$ cat src/rtl/uart_tx_fifo_mmio_if.sv
`default_nettype none
// ============================================================================
// Module      : uart_tx_fifo_mmio_if
// Description : Core load/store bus plus serialiser valid/ready handshake
//               for the memory-mapped UART transmit front-end.
// Revision    : 1.0 - initial release
// ============================================================================
interface uart_tx_fifo_mmio_if #(
   parameter int DATA_W = 64
);
   logic [63:0]       address;
   logic              i_wen;
   logic              i_ren;
   logic [DATA_W-1:0] i_data;
   logic [DATA_W-1:0] o_rdata;
   logic              stall;
   logic [7:0]        uart_out_data;
   logic              valid;
   logic              ready;

   modport master (
      output address, i_wen, i_ren, i_data, ready,
      input  o_rdata, stall, uart_out_data, valid
   );

   modport slave (
      input  address, i_wen, i_ren, i_data, ready,
      output o_rdata, stall, uart_out_data, valid
   );
endinterface
`default_nettype wire

$ cat src/rtl/uart_tx_fifo_mmio.sv
`default_nettype none
// ============================================================================
// Module      : uart_tx_fifo_mmio
// Description : MMIO UART transmit front-end: show-ahead byte FIFO drained
//               over valid/ready, with STATUS and CTRL (flush, tx gate) regs.
// Revision    : 1.0 - initial release
// ============================================================================
module uart_tx_fifo_mmio #(
   parameter logic [63:0] BASE_ADDR = 64'h1000_0000,
   parameter int          DEPTH     = 16,
   parameter int          DATA_W    = 64
) (
   input wire                 clk,
   input wire                 rst,
   uart_tx_fifo_mmio_if.slave bus
);
   localparam int          c_PTR_W       = $clog2(DEPTH);
   localparam int          c_CNT_W       = $clog2(DEPTH + 1);
   localparam logic [63:0] c_STATUS_ADDR = BASE_ADDR + 64'd8;
   localparam logic [63:0] c_CTRL_ADDR   = BASE_ADDR + 64'd16;

   logic [7:0]         r_mem [DEPTH];
   logic [c_PTR_W-1:0] r_wr_ptr;
   logic [c_PTR_W-1:0] r_rd_ptr;
   logic [c_CNT_W-1:0] r_count;
   logic               r_tx_en;

   logic              w_data_sel;
   logic              w_status_sel;
   logic              w_ctrl_sel;
   logic              w_full;
   logic              w_empty;
   logic              w_valid;
   logic              w_pop;
   logic              w_push;
   logic              w_stall;
   logic              w_ctrl_wr;
   logic              w_flush;
   logic [DATA_W-1:0] w_rdata;

   // Only the low byte lane carries information into this block.
   wire w_unused_data = ^bus.i_data[DATA_W-1:8];

   assign w_data_sel   = (bus.address == BASE_ADDR);
   assign w_status_sel = (bus.address == c_STATUS_ADDR);
   assign w_ctrl_sel   = (bus.address == c_CTRL_ADDR);

   assign w_full    = (r_count == c_CNT_W'(DEPTH));
   assign w_empty   = (r_count == '0);
   assign w_valid   = !w_empty && r_tx_en;
   assign w_pop     = w_valid && bus.ready;
   // A pop in the same cycle frees the slot, so a full FIFO need not stall.
   assign w_stall   = bus.i_wen && w_data_sel && w_full && !w_pop;
   assign w_push    = bus.i_wen && w_data_sel && !w_stall;
   assign w_ctrl_wr = bus.i_wen && w_ctrl_sel;
   assign w_flush   = w_ctrl_wr && bus.i_data[0];

   always_ff @(posedge clk or posedge rst) begin
      if (rst) begin
         r_wr_ptr <= '0;
         r_rd_ptr <= '0;
         r_count  <= '0;
         r_tx_en  <= 1'b1;
      end else begin
         if (w_ctrl_wr) begin
            r_tx_en <= bus.i_data[1];
         end
         // Flush wins over a concurrent pop; the popped byte is still consumed.
         if (w_flush) begin
            r_wr_ptr <= '0;
            r_rd_ptr <= '0;
            r_count  <= '0;
         end else begin
            if (w_push) begin
               r_wr_ptr <= r_wr_ptr + c_PTR_W'(1);
            end
            if (w_pop) begin
               r_rd_ptr <= r_rd_ptr + c_PTR_W'(1);
            end
            r_count <= r_count + c_CNT_W'(w_push) - c_CNT_W'(w_pop);
         end
      end
   end

   always_ff @(posedge clk) begin
      if (w_push) begin
         r_mem[r_wr_ptr] <= bus.i_data[7:0];
      end
   end

   always_comb begin
      w_rdata = '0;
      if (bus.i_ren) begin
         if (w_status_sel) begin
            w_rdata[16 +: c_CNT_W] = r_count;
            w_rdata[1]             = w_full;
            w_rdata[0]             = w_empty;
         end else if (w_ctrl_sel) begin
            w_rdata[1] = r_tx_en;
         end
      end
   end

   assign bus.o_rdata       = w_rdata;
   assign bus.stall         = w_stall;
   assign bus.valid         = w_valid;
   assign bus.uart_out_data = w_empty ? 8'h00 : r_mem[r_rd_ptr];
endmodule
`default_nettype wire
$ cat src/flat_wrapper.sv
// flat-port wrapper written by rule: the top's interface ports become plain ports
module uart_tx_fifo_mmio_flat 
#(
   parameter logic [63:0] BASE_ADDR = 64'h1000_0000,
   parameter int          DEPTH     = 16,
   parameter int          DATA_W    = 64
)
  (clk, rst, bus_address, bus_i_wen, bus_i_ren, bus_i_data, bus_ready, bus_o_rdata, bus_stall, bus_uart_out_data, bus_valid);
  uart_tx_fifo_mmio_if #(.DATA_W(DATA_W)) bus_i ();
  input wire clk;
  input wire rst;
  input wire logic [$bits(bus_i.address)-1:0] bus_address;
  input wire logic [$bits(bus_i.i_wen)-1:0] bus_i_wen;
  input wire logic [$bits(bus_i.i_ren)-1:0] bus_i_ren;
  input wire logic [$bits(bus_i.i_data)-1:0] bus_i_data;
  input wire logic [$bits(bus_i.ready)-1:0] bus_ready;
  output wire logic [$bits(bus_i.o_rdata)-1:0] bus_o_rdata;
  output wire logic [$bits(bus_i.stall)-1:0] bus_stall;
  output wire logic [$bits(bus_i.uart_out_data)-1:0] bus_uart_out_data;
  output wire logic [$bits(bus_i.valid)-1:0] bus_valid;
  assign bus_i.address = bus_address;
  assign bus_i.i_wen = bus_i_wen;
  assign bus_i.i_ren = bus_i_ren;
  assign bus_i.i_data = bus_i_data;
  assign bus_i.ready = bus_ready;
  assign bus_o_rdata = bus_i.o_rdata;
  assign bus_stall = bus_i.stall;
  assign bus_uart_out_data = bus_i.uart_out_data;
  assign bus_valid = bus_i.valid;
  uart_tx_fifo_mmio #(.BASE_ADDR(BASE_ADDR), .DEPTH(DEPTH), .DATA_W(DATA_W)) u_core (.clk(clk), .rst(rst), .bus(bus_i));
endmodule
$ cat config.mk
export PLATFORM = sky130hd
export DESIGN_NAME = uart_tx_fifo_mmio_flat
export DESIGN_NICKNAME = d
export VERILOG_FILES = /design/src/rtl/uart_tx_fifo_mmio_if.sv /design/src/rtl/uart_tx_fifo_mmio.sv /design/src/flat_wrapper.sv
export SDC_FILE = /design/constraint.sdc
export NUM_CORES = 1
export LEC_CHECK = 0
export BUFFER_PORTS_ARGS = -buffer_cell sky130_fd_sc_hd__buf_4
export CAP_MARGIN = 20
export CORE_ASPECT_RATIO = 1.1
export CORE_UTILIZATION = 51
export DETAILED_ROUTE_END_ITERATION = 8
export PLACE_DENSITY = 0.8
export SYNTH_ARGS = -nofsm -noshare
export SYNTH_HDL_FRONTEND = slang
export SYNTH_SLANG_ARGS = --single-unit
$ cat constraint.sdc
create_clock -name clk -period 3.3 [get_ports clk]
set_input_delay 0.33 -clock clk [delete_from_list [all_inputs] [get_ports clk]]
set_output_delay 0.33 -clock clk [all_outputs]
set_load 0.02 [all_outputs]
==> flow_summary.ini <==
[die]
core_mm2 = 0.0126
die_area_mm2 = 0.0134
die_w_um = 110
die_h_um = 121
start_util_pct = 52.4
std_cell_rows = 43
pin_count = 207

[drt]
wl_mm = 13.4
wl_per_cell_um = 19.4
firstDrtPassIters = 4
drt_iter0_markers = 240
vias_per_cell = 5.50
vias = 3819
ant_nets = 0
route.detailed.drc = 0

[power]
peakVddDrop_mv = 0.405
p_per_area_mw_per_mm2 = 488
p_leak_nw = 2.89
p_total_mw = 3.88

[timing]
drv_slew = 0
holdWs_ns = 0.209
tns_ns = 0
finalHoldViolations = 0
post-route-period-util_pct = 85.6
finalSetupViolCount = 0
fmax_mhz = 354
slew_headroom_pct = 53.1
final.min_clock_period_ns = 2.82
rsz0062_at_grt = false
fin_skew_ns = 0.00740
setup_ws_ns = 0.475
tightest_slew_ns = 0.704

[clock_network]
cts.repair.resized = 0
htree_levels = 4
cts-root-buf = clkbuf_16
clk_latency_ns = 0.42
cts_tree = built
max-clock-path-buffers = 2
clock_sinks = 142
cts_buffers = 17
cts.clk_slew.worst_paths_ns = 0.06

[setup_path]
cp_common_cell = mux4_2
critical_path.max_fanout = 35
crit_type = reg -> out
slowest_stage = mux4_2
critPathMaxStageDelay_ns = 0.58
arrival_ns = 2.49
worstPathRequired_ns = 2.97
endpoint_kind = output port
cp-start-kind = flip-flop
worstPathCellList = buf_12, mux4_2, mux4_2, and2_1, buf_4

[final_layout]
areaGrowthSynthToFinish_pct = 20.5
fillers = 914
seqCellArea_mm2 = 0.00420
diodes = 0
drive_gt1_share_pct = 37.8
post-route-util_pct = 63.2
multi_input_area_mm2 = 0.00206
layout.nets = 671

[placement]
place_congestion = 0.852
dp_slack_ns = 0.375
io_buffers = 93
dp_hpwl_mm = 8.85

[grt]
grtUsageTotal_pct = 21.2
grt_antenna_before_repair = 0
gr-total-overflow = 0
grt_pass1_wl_mm = 20.6
grt_max_degree = 36
first_global_vias = 3837

[yosys]
synth_area_leader_cell = edfxtp_1
synth.distinct_cells = 43
yosysSeqAreaShare_pct = 63.6
yosys_warnings = 0
ys_seq_elements = 142
ys_top_cells_by_area = edfxtp_1, mux4_2, buf_4
postSynthAreaPerCell_um2 = 16.2
netlist_area_mm2 = 0.00660
synth_top_area_share_pct = 58.2
postSynthCellCount = 408

[min_path]
min_path_type = in -> reg

[flow_run]
drv_cap = 0

[status]
outcome = completed
-- critical path, delay by kind of cell (launching register included) --
family | cells | cell delay (ns)
buffers and inverters | 2 | 0.41
DFF | 1 | 0.37
muxes | 2 | 1.09
and+or+nand+nor | 1 | 0.17
-- layout make-up --
class	instances	share of cell area, %
multi-input combinational	233	26.0
clock buffer	17	5.35
clock inverter	13	1.49
inverter	14	0.661
tap	157	2.47
sequential	142	52.8
timing repair buffer	118	11.3
-- layer usage --
metal | up-vias | part of all wire [%] | track usage (%) | routed length [um]
li1 | 1695 | - | - | -
met1 | 1899 | 35 | 24.8 | 4730
met2 | 207 | 55 | 37.8 | 7370
met3 | 18 | 8.2 | 4.80 | 1100
met4 | 0 | 1.8 | 8.83 | 237
met5 | - | 0 | 0 | 0
-- metrics by stage --
| step | instances | instance area (um2) |
|---|---|---|
| 2_1_floorplan | 464 | 6810 |
| 3_3_place_gp | 663 | 7400 |
| 3_5_place_dp | 663 | 7400 |
| 4_1_cts | 694 | 7960 |
| 5_1_grt | 694 | 7960 |
| 6_report | 694 | 7960 |
-- state kept, by name, summed over array words and instances, names as in the netlist --
register         count
u_core.r_count       5
u_core.r_wr_ptr      4
u_core.r_rd_ptr      4
u_core.r_mem       128
u_core.r_tx_en       1
-- cells by family (layout without fill, tap and decap cells) --
family / after synthesis / in the layout / synth area share (%)
DFF: 142 / 142 / 63.6
and+or+nand+nor: 101 / 101 / 9.12
buffers and inverters: 89 / 162 / 8.74
muxes: 41 / 41 / 13.8
AOI/OAI and AO/OA: 15 / 15 / 1.40
adders and majority gates: 12 / 12 / 2.39
xor gates and xnor gates: 7 / 7 / 0.929
other: 1 / 57 / 0.0568
-- timing repair --
item                                   in CTS  in global routing
endpoints found under the hold margin      13                  0
hold buffers                                1                  0
setup buffers                               0                  0
-- synthesized netlist by cell type, drive strengths merged --
library cell and count:
o31ai 2, a21o 1, edfxtp 128, fa 1, or3 1, and4 1, o22ai 1, inv 14
nand4 6, buf 66, dfstp 1, and2 8, a31oi 1, a2111oi 1, mux4 40, xnor2 4
ha 11, or2 1, clkbuf 9, nor2 24, nor3b 2, nor4b 6, conb 1, a21oi 7
xor2 3, nor2b 5, nor4bb 3, nor4 16, dfrtp 13, nor3 5, o21ai 2, mux2 1
or4 3, nand2 12, nand3 7, nand3b 1
-- power by group --
| group | internal (mW) | switching [mW] | leakage (nW) | total [mW] |
|---|---|---|---|---|
| Combinational | 0.0619 | 0.101 | 1.32 | 0.163 |
| Clock | 1.03 | 0.731 | 0.259 | 1.76 |
| Sequential | 1.96 | 0 | 1.31 | 1.96 |
-- placed cells by master (no fill, tap or decap), drive strengths merged, types with 2 or more instances in the layout --
cell type | synthesis | layout
nor4bb | 3 | 3
nor3 | 5 | 5
buf | 66 | 117
nand4 | 6 | 6
clkbuf | 9 | 17
clkinv | 0 | 6
dfrtp | 13 | 13
o31ai | 2 | 2
nand3 | 7 | 7
o21ai | 2 | 2
nor2 | 24 | 24
mux4 | 40 | 40
edfxtp | 128 | 128
xor2 | 3 | 3
xnor2 | 4 | 4
conb | 1 | 57
ha | 11 | 11
nor4 | 16 | 16
inv | 14 | 17
nor3b | 2 | 2
nor4b | 6 | 6
or4 | 3 | 3
nand2 | 12 | 12
a21oi | 7 | 7
nor2b | 5 | 5
and2 | 8 | 8
clkinvlp | 0 | 3
-- worst paths after layout --
kind / from / endpoint / slack, ns / cells past startpoint
setup / recovery: u_core.r_rd_ptr[0] / bus_uart_out_data[0] / 0.48 / 5
hold / removal: bus_i_data[7] / u_core.r_mem[10][7] / 0.21 / 1
setup reg to reg: u_core.r_count[2] / u_core.r_count[4] / 0.53 / 14
hold reg to reg: u_core.r_wr_ptr[0] / u_core.r_wr_ptr[0] / 0.63 / 2
max in group asynchronous: rst / u_core.r_rd_ptr[0] / 2.38 / 3
min in group asynchronous: rst / u_core.r_rd_ptr[2] / 0.52 / 3
No activity file was read; power rests on OpenSTA's default activity.
